## src/rtl/div_pkg.sv

```systemverilog
// Shared definitions for the sequential signed divider: FSM state encoding
// and the width of the step counter.
package div_pkg;

  typedef enum logic [1:0] {
    IDLE = 2'd0,
    CALC = 2'd1,
    FIX  = 2'd2
  } state_e;

  function automatic int count_width(input int n);
    return $clog2(n + 1);
  endfunction

endpackage

```

## src/rtl/div_restore_step.sv

```systemverilog
// One radix-2 restoring division step on unsigned magnitudes: shift the
// {remainder, quotient} pair left, trial-subtract the divisor, keep or restore.
module div_restore_step #(
  parameter int N = 32
) (
  input  logic [N:0]   rem_i,
  input  logic [N-1:0] quo_i,
  input  logic [N-1:0] dvs_i,
  output logic [N:0]   rem_o,
  output logic [N-1:0] quo_o
);

  logic [N:0] shifted;
  logic [N:0] trial;

  // The extra remainder bit doubles as the sign of the trial subtraction.
  always_comb begin
    shifted = {rem_i[N-1:0], quo_i[N-1]};
    trial   = shifted - {1'b0, dvs_i};
    if (!trial[N]) begin
      rem_o = trial;
      quo_o = {quo_i[N-2:0], 1'b1};
    end else begin
      rem_o = shifted;
      quo_o = {quo_i[N-2:0], 1'b0};
    end
  end

endmodule

```

## src/rtl/seq_signed_divider.sv

```systemverilog
// Multi-cycle signed divider: N restoring steps on magnitudes followed by a
// sign fix-up cycle, with a start/done handshake and registered results.
module seq_signed_divider
  import div_pkg::*;
#(
  parameter int N = 32
) (
  input  logic         clk,
  input  logic         rst_n,
  input  logic         start,
  input  logic [N-1:0] dividend,
  input  logic [N-1:0] divisor,
  output logic         busy,
  output logic         done,
  output logic [N-1:0] quotient,
  output logic [N-1:0] remainder,
  output logic         div_by_zero,
  output logic         overflow
);

  localparam int CW = count_width(N);

  state_e        state_q, state_d;
  logic [CW-1:0] count_q, count_d;
  logic [N:0]    rem_q, rem_d;
  logic [N-1:0]  quo_q, quo_d;
  logic [N-1:0]  dvs_q, dvs_d;
  logic          neg_a_q, neg_a_d;
  logic          neg_d_q, neg_d_d;
  logic          dz_q, dz_d;
  logic          ov_q, ov_d;
  logic          done_q, done_d;
  logic [N-1:0]  quotient_q, quotient_d;
  logic [N-1:0]  remainder_q, remainder_d;
  logic          dz_out_q, dz_out_d;
  logic          ov_out_q, ov_out_d;

  logic [N-1:0]  a_mag, d_mag;
  logic [N:0]    step_rem;
  logic [N-1:0]  step_quo;
  logic [N-1:0]  q_fix, r_fix;

  div_restore_step #(.N(N)) u_step (
    .rem_i (rem_q),
    .quo_i (quo_q),
    .dvs_i (dvs_q),
    .rem_o (step_rem),
    .quo_o (step_quo)
  );

  // Negating -2^(N-1) in N bits yields 2^(N-1), which is exact when read as unsigned.
  always_comb begin
    a_mag = dividend[N-1] ? (~dividend + 1'b1) : dividend;
    d_mag = divisor[N-1]  ? (~divisor + 1'b1)  : divisor;
    q_fix = (neg_a_q ^ neg_d_q) ? (~quo_q + 1'b1) : quo_q;
    if (dz_q) begin
      q_fix = '1;
    end
    r_fix = neg_a_q ? (~rem_q[N-1:0] + 1'b1) : rem_q[N-1:0];
  end

  always_comb begin
    state_d     = state_q;
    count_d     = count_q;
    rem_d       = rem_q;
    quo_d       = quo_q;
    dvs_d       = dvs_q;
    neg_a_d     = neg_a_q;
    neg_d_d     = neg_d_q;
    dz_d        = dz_q;
    ov_d        = ov_q;
    done_d      = 1'b0;
    quotient_d  = quotient_q;
    remainder_d = remainder_q;
    dz_out_d    = dz_out_q;
    ov_out_d    = ov_out_q;
    case (state_q)
      IDLE: begin
        if (start) begin
          rem_d   = '0;
          quo_d   = a_mag;
          dvs_d   = d_mag;
          neg_a_d = dividend[N-1];
          neg_d_d = divisor[N-1];
          dz_d    = (divisor == '0);
          ov_d    = (dividend == {1'b1, {(N-1){1'b0}}}) && (divisor == '1);
          count_d = '0;
          state_d = CALC;
        end
      end
      CALC: begin
        rem_d   = step_rem;
        quo_d   = step_quo;
        count_d = count_q + 1'b1;
        if (count_q == CW'(N - 1)) begin
          state_d = FIX;
        end
      end
      FIX: begin
        quotient_d  = q_fix;
        remainder_d = r_fix;
        dz_out_d    = dz_q;
        ov_out_d    = ov_q;
        done_d      = 1'b1;
        state_d     = IDLE;
      end
      default: state_d = IDLE;
    endcase
  end

  always_ff @(posedge clk or negedge rst_n) begin
    if (!rst_n) begin
      state_q     <= IDLE;
      count_q     <= '0;
      rem_q       <= '0;
      quo_q       <= '0;
      dvs_q       <= '0;
      neg_a_q     <= 1'b0;
      neg_d_q     <= 1'b0;
      dz_q        <= 1'b0;
      ov_q        <= 1'b0;
      done_q      <= 1'b0;
      quotient_q  <= '0;
      remainder_q <= '0;
      dz_out_q    <= 1'b0;
      ov_out_q    <= 1'b0;
    end else begin
      state_q     <= state_d;
      count_q     <= count_d;
      rem_q       <= rem_d;
      quo_q       <= quo_d;
      dvs_q       <= dvs_d;
      neg_a_q     <= neg_a_d;
      neg_d_q     <= neg_d_d;
      dz_q        <= dz_d;
      ov_q        <= ov_d;
      done_q      <= done_d;
      quotient_q  <= quotient_d;
      remainder_q <= remainder_d;
      dz_out_q    <= dz_out_d;
      ov_out_q    <= ov_out_d;
    end
  end

  assign busy        = (state_q != IDLE);
  assign done        = done_q;
  assign quotient    = quotient_q;
  assign remainder   = remainder_q;
  assign div_by_zero = dz_out_q;
  assign overflow    = ov_out_q;

endmodule

```

## config.mk

```make
export PLATFORM = sky130hd
export DESIGN_NAME = seq_signed_divider
export DESIGN_NICKNAME = d
export VERILOG_FILES = /design/src/rtl/div_pkg.sv /design/src/rtl/div_restore_step.sv /design/src/rtl/seq_signed_divider.sv
export SDC_FILE = /design/constraint.sdc
export NUM_CORES = 1
export LEC_CHECK = 0
export CAP_MARGIN = 15
export CORE_MARGIN = 4
export CORE_UTILIZATION = 63
export CTS_BUF_LIST = sky130_fd_sc_hd__clkbuf_8
export CTS_CLUSTER_SIZE = 14
export DETAILED_ROUTE_END_ITERATION = 6
export PLACE_DENSITY = 0.89
export SETUP_SLACK_MARGIN = 0.5
export SLEW_MARGIN = 20
export SYNTH_ARGS = -nofsm -noshare
export SYNTH_HDL_FRONTEND = slang
export SYNTH_SLANG_ARGS = --single-unit
```

## constraint.sdc

```tcl
create_clock -name clk -period 5.5 [get_ports clk]
set_clock_uncertainty 0.1 [all_clocks]
set_input_delay 1.1 -clock clk [delete_from_list [all_inputs] [get_ports clk]]
set_output_delay 1.1 -clock clk [all_outputs]
set_load 0.1 [all_outputs]
```

Word-level counts from Yosys, hierarchy flattened

Cells that the tools add are included.

Register bits: 175
Output and inout port bits: 68
Word-level logic and storage cells: 57

$add $sub $neg: 6
Equal/unequal tests: 7
Mux-type cells: 17
Bitwise logic cells: 5
Reduce and logical (&&, ||, !) cells: 8

Operators by type and width:

| cell                                           | count |
|---|---|
| 2-to-1 mux 32 bit                              | 8 |
| adder 32 x 1 -> 32 bit (second input constant) | 4 |
| NOT 32 bit                                     | 4 |
| one-hot mux 32 bit (2 select lines)            | 2 |
| == test 32 bit (second input constant)         | 2 |
| subtractor 33 x 32 -> 33 bit                   | 1 |
| logical NOT 32 bit                             | 1 |
| one-hot mux 6 bit (2 select lines)             | 1 |
| adder 6 x 1 -> 6 bit (second input constant)   | 1 |
| == test 6 x 5 -> 1 bit (second input constant) | 1 |
| 2-to-1 mux 6 bit                               | 1 |
| AND reduction 2 bit                            | 3 |
| 2-to-1 mux 2 bit                               | 2 |
| != test 2 bit (second input constant)          | 2 |
| one-hot mux 2 bit (2 select lines)             | 1 |
| nonzero test 2 bit                             | 2 |
| == test 2 x 1 -> 1 bit (second input constant) | 1 |
| == test 2 bit (second input constant)          | 1 |
| logical NOT 2 bit                              | 1 |
| 2-to-1 mux 1 bit                               | 2 |
| logical AND 1 bit                              | 1 |
| bitwise XOR 1 bit                              | 1 |

Longest topological paths before layout

Gate-level depths: netlist (run 1).

Depth in word-level cells: 5
Gate-level depth with buffers: 13
Mapped depth without buffers: 11

Hierarchy

Synthesis (run 1) repeated with hierarchy kept, for this count alone.

Cells, all modules: 1471
Area total of the unflattened synthesis: 12301.8 µm²

Modules (own cells, without submodules):

| module             | times used | cells an instance | area each (µm²) | sequential area each (µm²) |
|---|---|---|---|---|
| seq_signed_divider | 1          | 1080              | 9579.2          | 4404.2 |
| div_restore_step   | 1          | 391               | 2722.6          | 0.0 |

Least setup slack after synthesis (run 1)

Ideal clock, no wire load.

Path type: input to register
Start point: input divisor[1]
End point: register dvs_q[29]
Setup time: 129 ps
Data arrival time: 3395 ps
Path slack: 1876 ps
Stages on the path: 8
Path through: or4_1 or4_4 or3_4 nand2b_4 or3_4 o31ai_4 xor2_1 o21ai_1

Word-level cells in the longest chain between the ends: 3

Ends and longest elaborated chain:

| what                   | RTL line                  | text |
|---|---|---|
| start, declared        | seq_signed_divider.sv:12  | `input logic [N-1:0] divisor,` |
| NOT 32 bit             | seq_signed_divider.sv:54  | `d_mag = divisor[N-1] ? (~divisor + 1'b1) : divisor;` |
| adder 32 x 1 -> 32 bit | seq_signed_divider.sv:54  |  |
| 2-to-1 mux 32 bit      | seq_signed_divider.sv:54  |  |
| end signal, assigned   | seq_signed_divider.sv:132 | `dvs_q <= dvs_d;` |
| end, declared          | seq_signed_divider.sv:27  | `logic [N-1:0] dvs_q, dvs_d;` |

No other way between the ends.
A chain may end at the register's enable or synchronous reset.

Final worst setup path (run 1)

Start point: input divisor[0]
End point: register dvs_q[18]

The elaborated chain is that of the path after synthesis.

==> results of run 1 <==
metrics by stage:
stage	instance area, µm²	instances
global route	13100	1654
detailed placement	12700	1623
CTS	13100	1654
finish	13100	1654
global placement	12700	1623
floorplan	11200	1326
tightest hold or removal path: cells and delay by family, from the launching register on:
family	cells	cell delay, ns
and+or+nand+nor	2	0.10
DFF	1	0.35
registers in the layout (all words and copies together) (netlist names):
signal and cells:
count_q 6, div_by_zero 1, done 1, dvs_q 32, dz_q 1, neg_a_q 1
neg_d_q 1, ov_q 1, overflow 1, quo_q 32, quotient 32, rem_q 32
remainder 32, state_q 2
power groups by stage:
| stage | Combinational (mW) | Sequential (mW) | Clock [mW] |
|---|---|---|---|
| 6_report | 3.78 | 2.20 | 0.869 |
| 5_1_grt | 4.22 | 2.25 | 0.931 |
| 4_1_cts | 3.73 | 2.18 | 0.878 |
| 3_5_place_dp | 3.71 | 2.20 | 0 |
| 3_3_place_gp | 3.62 | 2.17 | 0 |
| 2_1_floorplan | 2.90 | 2.00 | 0 |
placed cells by master (no fill, tap or decap), drive strengths merged, types with 3 or more instances in the layout:
cell type	count
nand2	183
dfrtp	175
o21ai	172
clkdlybuf4s50	132
xor2	108
nor2	74
a21oi	62
nand3	58
inv	54
xnor2	41
ha	38
o31ai	31
a22oi	28
nor3	21
clkbuf	21
or3	20
nand4	18
o41ai	17
or4	16
a31oi	15
a21o	14
a32oi	13
nor4	13
buf	12
nand2b	11
o21a	9
o311ai	9
and2	6
nor2b	5
clkinv	5
and3	4
mux2i	3
nor3b	3
o211ai	3
o22ai	3
or3b	3
Yosys cell counts, types with 2 or more instances:
| library cell | n | area, µm² |
|---|---|---|
| o41ai_1 | 17 | 149 |
| and3_1 | 4 | 25.0 |
| a21o_1 | 14 | 105 |
| a31oi_1 | 15 | 93.8 |
| o21ai_0 | 171 | 856 |
| a21oi_1 | 62 | 310 |
| or3_4 | 2 | 22.5 |
| inv_1 | 51 | 191 |
| buf_2 | 2 | 10.0 |
| nor3_1 | 21 | 105 |
| buf_1 | 2 | 7.51 |
| a22oi_1 | 28 | 210 |
| nor3b_1 | 3 | 22.5 |
| o31ai_1 | 30 | 225 |
| o211ai_1 | 3 | 22.5 |
| a211o_1 | 2 | 17.5 |
| and2_1 | 5 | 31.3 |
| nand4_1 | 18 | 113 |
| or4_4 | 2 | 22.5 |
| nor4_2 | 2 | 25.0 |
| xnor2_1 | 41 | 359 |
| nor2_1 | 74 | 278 |
| or4_1 | 14 | 105 |
| o2111ai_1 | 2 | 17.5 |
| clkbuf_1 | 68 | 255 |
| nor4_1 | 11 | 68.8 |
| mux2i_1 | 3 | 30.0 |
| nand2b_1 | 10 | 62.6 |
| ha_1 | 38 | 475 |
| nand2_1 | 183 | 687 |
| or3_1 | 18 | 113 |
| o221ai_1 | 2 | 17.5 |
| o21bai_1 | 2 | 15.0 |
| o22ai_1 | 3 | 18.8 |
| a32oi_1 | 13 | 114 |
| o311ai_0 | 9 | 78.8 |
| xor2_1 | 108 | 946 |
| dfrtp_1 | 175 | 4380 |
| or3b_1 | 2 | 17.5 |
| nand3_1 | 58 | 290 |
| nor2b_1 | 5 | 31.3 |
| a21boi_0 | 2 | 15.0 |
| a211oi_1 | 2 | 15.0 |
| o21a_1 | 9 | 67.6 |
cell families after synthesis:
kind of cell	after synthesis	share of synthesized area
AOI/OAI and AO/OA	398	0.220
xor gates and xnor gates	149	0.116
adders and majority gates	39	0.0442
buffers and inverters	124	0.0417
DFF	175	0.390
muxes	3	0.00268
and+or+nand+nor	438	0.185
path summary, 6_finish.rpt:
path,cells past startpoint,start,to,slack (ns)
worst max-delay path,10,divisor[0],dvs_q[18],1.69
worst min-delay path,2,quotient[23],quotient[23],0.38
worst max register to register,9,rem_q[17],rem_q[27],1.83
worst min register to register,2,quotient[23],quotient[23],0.38
max in group asynchronous,2,rst_n,rem_q[31],3.62
min in group asynchronous,1,rst_n,dvs_q[23],0.56
metal layers:
layer / track usage / wire length [µm] / vias up
met4: 0.0828 / 551 / 0
met5: 0 / 0 / -
met2: 0.444 / 13300 / 427
met3: 0.0388 / 2040 / 45
li1: - / - / 4942
met1: 0.433 / 13300 / 4920
layout make-up:
| type | count | area [µm²] | share of cell area |
|---|---|---|---|
| clock inverters | 10 | 88.8 | 0.00680 |
| well taps | 225 | 282 | 0.0216 |
| flip-flops and latches | 175 | 4380 | 0.335 |
| clock buffers | 21 | 289 | 0.0221 |
| inverters | 52 | 195 | 0.0149 |
| multi-input cells | 1027 | 6420 | 0.491 |
| repair buffers | 144 | 1410 | 0.108 |
==> metrics.md, run 1 <==
| Metric | Value |
|---|---|
| Hold buffer count at cts | 0 |
| Syn Inst Count | about 1300 |
| Max Slew Vio Count | 0 |
| Final Worst Setup Slack | 1.69 ns |
| Drt drc | 0 |
| Status | completed |
| Critical Path Fanout Max | 5 |
| WL/cell | 17.6 µm |
| GRT Total Usage | 0.289 |
| I/O Pins | 135 |
| Worst Hold Class | reg -> reg |
| CP Class | in -> reg |
| P_sw | approximately 3.2 mW |
| Worst setup SP type | input pin |
| Flop pwr share | 0.321 |
| Share of cells above drive strength 1 | 0.0413 |
| Final hold vios | 0 |
| Relative slew slack | 0.242 |
| Unrepaired setup endpoints after global routing | no |
| Largest net degree at the start of global routing | 84 |
| Fin crit share | 0.693 |
| Crit path max-delay cell type | or3b_2 |
| Initial core utilization | 0.646 |
| Crit path max-delay family | simple AND/OR/NAND/NOR gates |
| Clock period minus final worst setup slack | between 3 and 4 ns |
| Fill count | around 1300 |
| Worst-path clk slew | 0.09 ns |
| Crit path DAT | approximately 4.0 ns |
| # diodes | 0 |
| Most used DFF post-synth | dfrtp_1 |
| Die width | ~140 µm |
| Hold Slack | between 0.3 and 0.4 ns |
| CTS H-tree depth | 4 |
| Max Root-Sink Buffers | 2 |
| GRT Residual Overflow | 0 |
| Worst path bufs/invs | 2 |
| Seq cells post-synth | ~180 |
| CTS Buf Count | 17 |
| Gate power share | 0.552 |
| DP HPWL | about 21000 µm |
| Mapped Nets | ~1400 |
| Element type at the critical path end | flip-flop |
| Vias per inst | ~6.2 |
| Clk pwr share | 0.127 |
| Pleak | roughly 5.6 nW |
| Number of global-route vias before repair | around 9500 |
| Total design power | slightly below 7 mW |
| Warnings, synthesis | 0 |
| Initial DRT Pass Iterations | 7 |
| Post-place setup slack | about 1.2 ns |
| VDD IR-drop max | about 370 µV |
| Number of synthesized flops with an enable pin | 0 |
| Antenna Nets Post-Route | 0 |
| CTS tree | built |
| Post-Syn Area | 11200 µm² |
| Data required, critical path | 5.71 ns |
| Worst-Margin Slew | about 1.1 ns |
| Nets@finish | approximately 1500 |
| Cell variety after synth | 64 |
| # clock sinks | 175 |
| Slowest Stage Delay on Critical Path | between 0.4 and 0.5 ns |
| Net Sw Frac | 0.472 |
| Initial antenna violation count | 0 |
| Fmax | between 0.2 and 0.3 GHz |
| Post-layout util | 0.753 |
| Port bufs | approximately 130 |
| Avg Synthesized Cell Area | between 8 and 9 µm² |
| Setup Buffers After CTS | 0 |
| Seq/Total Area, Yosys | 0.390 |
| Initial drt markers | 1089 |
| Setup_tns | 0 ns |
| Final setup viols | 0 |
| Share of async-settable or async-resettable flops after synthesis | 1.00 |
| Resized Gates After CTS | 0 |
| Max-cap violation count | 0 |
| Row count | between 40 and 50 |
| CP cell instances | clkdlybuf4s50_1 > inv_1 > ha_1 > or3b_2 > or4_1 > or3_1 > or2_1 > o41ai_1 > xor2_1 > o21ai_0 |
| DRT Wirelength | about 30000 µm |
| Gpl congestion | 0.982 |
| Core area | between 15000 and 20000 µm² |
| Clock latency at the later pin of the worst-skew pair | ~0.46 ns |
| Power Internal | around 3.6 mW |
| Synth-to-layout area growth | 16.4% |
| Die ar. | 20000 µm² |
| P per Cell Area | 525 nW/µm² |
| Die height | between 100 and 150 µm |
| Routed via count | just over 10000 |
| CTS root buf | clkbuf_8 |
| First-pass GRT wire length | approximately 47000 µm |
(Power assumes the default switching activity.)
==> inputs of run 2 (changes only) <==
- CORE_UTILIZATION: 63 -> 53
- PLACE_DENSITY: 0.89 -> 0.79
- clock period: 5.5 -> 3.2 ns (I/O delays scaled with it)
==> run 2 against run 1 <==
  * Sequential power up 68%
  * Via count up 9.3%
  * Critical endpoint is now remainder[28]
  * Design area up 17%
==> metrics.md, run 2 (synthesized netlist as in run 1, its figures left out) <==
| Metric | Value |
|---|---|
| Status | completed |
| Relative slew slack | 0.407 |
| Worst path bufs/invs | 1 |
| DRT Wirelength | roughly 35000 µm |
| Share of cells above drive strength 1 | 0.266 |
| Flop pwr share | 0.247 |
| Critical Path Fanout Max | 6 |
| CTS root buf | clkbuf_8 |
| Worst-path clk slew | roughly 0.1 ns |
| Die ar. | 23600 µm² |
| Clock latency at the later pin of the worst-skew pair | approximately 0.47 ns |
| Core area | a little over 20000 µm² |
| Crit path max-delay cell type | or4_4 |
| Max Root-Sink Buffers | 2 |
| First-pass GRT wire length | roughly 54000 µm |
| Element type at the critical path end | flip-flop |
| Initial DRT Pass Iterations | 5 |
| DP HPWL | approximately 23000 µm |
| Gate power share | 0.653 |
| Hold buffer count at cts | 0 |
| I/O Pins | roughly 140 |
| Routed via count | about 11000 |
| Worst-Margin Slew | 0.890 ns |
| Max Slew Vio Count | 0 |
| GRT Total Usage | 0.272 |
| Power Internal | 7.95 mW |
| Gpl congestion | roughly 0.95 |
| Post-place setup slack | -0.485 ns |
| Final hold vios | 0 |
| CTS tree | built |
| Nets@finish | about 1700 |
| Unrepaired setup endpoints after global routing | yes |
| # clock sinks | between 150 and 200 |
| P per Cell Area | 978 nW/µm² |
| Drt drc | 0 |
| Number of global-route vias before repair | ~11000 |
| GRT Residual Overflow | 0 |
| Fin crit share | 0.918 |
| Worst setup SP type | flip-flop |
| Initial core utilization | 0.546 |
| Post-layout instance count excluding filler cells | ~1800 |
| Vias per inst | 6.12 |
| Row count | 52 |
| Die width | 154 µm |
| Commonest non-fill, non-tap cell in the layout | buf_4 |
| Initial drt markers | about 1300 |
| Pleak | just under 7 nW |
| Final Worst Setup Slack | around 0.26 ns |
| Port bufs | ~130 |
| Crit path max-delay family | simple AND/OR/NAND/NOR gates |
| Data required, critical path | 3.44 ns |
| Antenna Nets Post-Route | 0 |
| Final design instance area without fill | around 15000 µm² |
| CP cell instances | inv_1 > ha_1 > nand3_2 > or4_4 > or4_4 > nand2b_4 > o31ai_4 > xor2_1 > o21ai_1 |
| Net Sw Frac | 0.469 |
| WL/cell | ~19 µm |
| Crit path DAT | about 3.2 ns |
| Final setup viols | 0 |
| Largest net degree at the start of global routing | 80 |
| Most frequent cells in the layout | buf_4, nand2_1, dfrtp_1 |
| CP Class | reg -> reg |
| Fill count | 1417 |
| CTS Buf Count | 17 |
| Clk pwr share | 0.100 |
| Placed cell areas | 13500 µm² |
| Post-layout util | 0.745 |
| Placed Instances | between 1500 and 2000 |
| Reg2reg setup slack | 0.26 ns |
| Die height | roughly 150 µm |
| VDD IR-drop max | 551 µV |
| Max-cap violation count | 0 |
| Clock period minus final worst setup slack | around 2.9 ns |
| Worst Hold Class | in -> async |
| P_sw | about 7.0 mW |
| Fmax | around 0.34 GHz |
| Worst path most repeated cell | or4_4 |
| Initial antenna violation count | 0 |
| Slowest Stage Delay on Critical Path | 0.54 ns |
| Synth-to-layout area growth | 36.5% |
| # diodes | 0 |
| CTS H-tree depth | 4 |
==> run 2: through the flow <==
step,hold slack [ns],TNS (ns),total power [mW]
final,0.0113,0,15.0
after global placement,0.359,-4.59,10.8
after floorplan,0.244,0,8.90
after CTS,0.0193,0,13.5
after detailed placement,0.365,-5.82,11.0
after global routing,0.0425,0,15.8
==> run 2: worst register-to-register path, cell delays in order (launching register included) <==
cell and delay (ns):
dfrtp_1 0.48, inv_1 0.16, ha_1 0.28, nand3_2 0.12
or4_4 0.47, or4_4 0.54, nand2b_4 0.20, o31ai_4 0.20
xor2_1 0.19, o21ai_1 0.07
==> run 2: path summary, 6_finish.rpt <==
check	startpoint	to	depth (start not counted)
min in group clk	quotient[0]	quotient[0]	2
max in group asynchronous	rst_n	rem_q[3]	2
hold reg to reg	quotient[0]	quotient[0]	2
setup reg to reg	rem_q[1]	remainder[28]	9
hold / removal	rst_n	dvs_q[20]	1
setup / recovery	rem_q[1]	remainder[28]	9
==> run 2: timing repair <==
item                       CTS  global route
gates cloned                 1             2
resized for setup          122           112
setup endpoints to repair   76            80
pin swaps                   41            55
setup buffers               34            21
==> run 2: power by group through the flow <==
stage | clock [mW] | combinational, mW | sequential (mW)
2_1_floorplan | 0 | 5.43 | 3.47
3_3_place_gp | 0 | 7.20 | 3.57
3_5_place_dp | 0 | 7.35 | 3.61
5_1_grt | 1.59 | 10.5 | 3.74
4_1_cts | 1.49 | 8.41 | 3.60
6_report | 1.50 | 9.78 | 3.69
==> run 2: final cells by class <==
| class | instances | area [µm²] | share of cell area |
|---|---|---|---|
| Multi-Input combinational cell | 1027 | 7420 | 0.485 |
| Sequential cell | 175 | 4390 | 0.287 |
| Timing Repair Buffer | 291 | 2590 | 0.169 |
| Tap cell | 270 | 338 | 0.0221 |
| Clock buffer | 18 | 248 | 0.0162 |
| Inverter | 52 | 210 | 0.0137 |
| Clock inverter | 13 | 115 | 0.00752 |
==> run 2: layer usage <==
metal | wire, µm | vias up | track usage
met5 | 0 | - | 0
met4 | 837 | 0 | 0.0854
met3 | 2560 | 86 | 0.0422
met2 | 16500 | 522 | 0.416
met1 | 15100 | 5447 | 0.401
li1 | - | 5238 | -
==> inputs of run 3 (changes only) <==
- CORE_UTILIZATION: 53 -> 63
- PLACE_DENSITY: 0.79 -> 0.89
- clock period: 3.2 -> 3.7 ns (I/O delays scaled with it)
==> run 3 against run 2 <==
  * Via count down 4.5%
  * Global-route usage up 2.7 points
  * Setup slack better by 0.30 ns
  * Largest cell class unchanged
  * Die area down 15%
  * Sequential share of layout area up 3.2 points
  * Core utilization up 4.6 points
  * Flip-flop and latch count unchanged
==> metrics.md, run 3 (synthesized netlist as in run 1, its figures left out) <==
| Metric | Value |
|---|---|
| Vias per inst | approximately 6.3 |
| Final design instance area without fill | around 14000 µm² |
| Critical Path Fanout Max | 4 |
| Max Slew Vio Count | 0 |
| First-pass GRT wire length | just under 50000 µm |
| GRT Residual Overflow | 0 |
| Fin crit share | 0.847 |
| P_sw | approximately 5.2 mW |
| Placed Instances | around 1700 |
| CTS tree | built |
| Setup_tns | 0 ns |
| CTS H-tree depth | 4 |
| CP Class | in -> reg |
| Share of cells above drive strength 1 | 0.0905 |
| Post-layout instance count excluding filler cells | 1705 |
| WL/cell | roughly 18 µm |
| Row count | 48 |
| # clock sinks | 175 |
| CTS root buf | clkbuf_8 |
| Routed via count | between 10000 and 15000 |
| Data required, critical path | slightly below 4 ns |
| Placed cell areas | 13000 µm² |
| Synth-to-layout area growth | 22.3% |
| Most frequent cells in the layout | nand2_1, dfrtp_1, o21ai_0 |
| Worst-Margin Slew | ~1.0 ns |
| Fmax | between 0.3 and 0.4 GHz |
| Power Internal | 5.94 mW |
| Flop pwr share | 0.294 |
| Net Sw Frac | 0.465 |
| Worst setup SP type | input pin |
| Final setup viols | 0 |
| Unrepaired setup endpoints after global routing | no |
| Post-layout util | 0.791 |
| Hold buffer count at cts | 0 |
| Status | completed |
| GRT Total Usage | 0.300 |
| Die ar. | approximately 20000 µm² |
| Post-place setup slack | -0.120 ns |
| Initial DRT Pass Iterations | 6 |
| Initial antenna violation count | 0 |
| Clk pwr share | 0.128 |
| Antenna Nets Post-Route | 0 |
| VDD IR-drop max | approximately 480 µV |
| Max Root-Sink Buffers | 2 |
| DRT Wirelength | about 31000 µm |
| Clock latency at the later pin of the worst-skew pair | approximately 0.48 ns |
| Element type at the critical path end | flip-flop |
| Gate power share | 0.578 |
| Clock period minus final worst setup slack | around 3.1 ns |
| Final hold vios | 0 |
| Largest net degree at the start of global routing | 80 |
| CTS Buf Count | 17 |
| Hold Slack | 0.150 ns |
| Die height | approximately 140 µm |
| Initial core utilization | 0.646 |
| Relative slew slack | 0.311 |
| Commonest non-fill, non-tap cell in the layout | nand2_1 |
| Core area | approximately 17000 µm² |
| Gpl congestion | 0.996 |
| Crit path DAT | 3.39 ns |
| Die width | 141 µm |
| I/O Pins | around 140 |
| Max-cap violation count | 0 |
| P per Cell Area | between 800 and 900 nW/µm² |
| Pleak | 5.98 nW |
| Worst-path clk slew | roughly 0.10 ns |
| Worst Hold Class | in -> async |
| # diodes | 0 |
| Nets@finish | 1573 |
| DP HPWL | between 20000 and 25000 µm |
| Port bufs | approximately 130 |
| Initial drt markers | around 1200 |
| Number of global-route vias before repair | between 9000 and 10000 |
| Total design power | ~11 mW |
| Final Worst Setup Slack | around 0.56 ns |
| Drt drc | 0 |
-- run 3: layout make-up --
class / instances / area, µm²
Timing Repair Buffer: 194 / 1890
Clock inverter: 14 / 166
Multi-Input combinational cell: 1027 / 6560
Inverter: 52 / 195
Sequential cell: 175 / 4380
Tap cell: 225 / 282
Fill cell: 1155 / 3630
Clock buffer: 18 / 248
-- run 3: path summary, 6_finish.rpt --
check | startpoint | to | slack [ns] | cells past startpoint
worst max-delay path | divisor[1] | dvs_q[29] | 0.56 | 9
worst min-delay path | rst_n | dvs_q[19] | 0.15 | 1
worst max register to register | quo_q[31] | rem_q[28] | 0.58 | 13
worst min register to register | quotient[30] | quotient[30] | 0.38 | 2
max in group asynchronous | rst_n | rem_q[2] | 2.46 | 2
min in group clk | quotient[30] | quotient[30] | 0.38 | 2
-- run 3: critical path, stage by stage --
cell,delay [ns]
dlygate4sd2_1,0.27
or4_4,0.54
or4_4,0.43
or3_4,0.34
nand2b_4,0.15
or3_4,0.41
o31ai_4,0.24
xor2_1,0.19
o21ai_1,0.09
-- run 3: power by group through the flow --
stage	clock [mW]	sequential [mW]	combinational, mW
floorplan	0	2.98	4.32
global placement	0	3.19	5.66
detailed placement	0	3.23	5.81
CTS	1.42	3.20	5.92
global route	1.50	3.32	7.01
finish	1.42	3.26	6.42
-- run 3: repair_timing --
| item | 4_1_cts | 5_1_grt |
|---|---|---|
| pin swaps | 2 | 14 |
| setup endpoints to repair | 9 | 51 |
| resized for setup | 8 | 36 |
| buffers inserted | 0 | 10 |
| cloned | 0 | 1 |
-- run 3: per-layer routing --
layer | up-vias | routed length [µm] | global-route usage | part of all wire
li1 | 5029 | - | - | -
met4 | 0 | 712 | 0.0960 | 0.023
met2 | 514 | 14100 | 0.456 | 0.45
met5 | - | 0 | 0 | 0
met3 | 64 | 2720 | 0.0543 | 0.087
met1 | 5173 | 13600 | 0.438 | 0.44
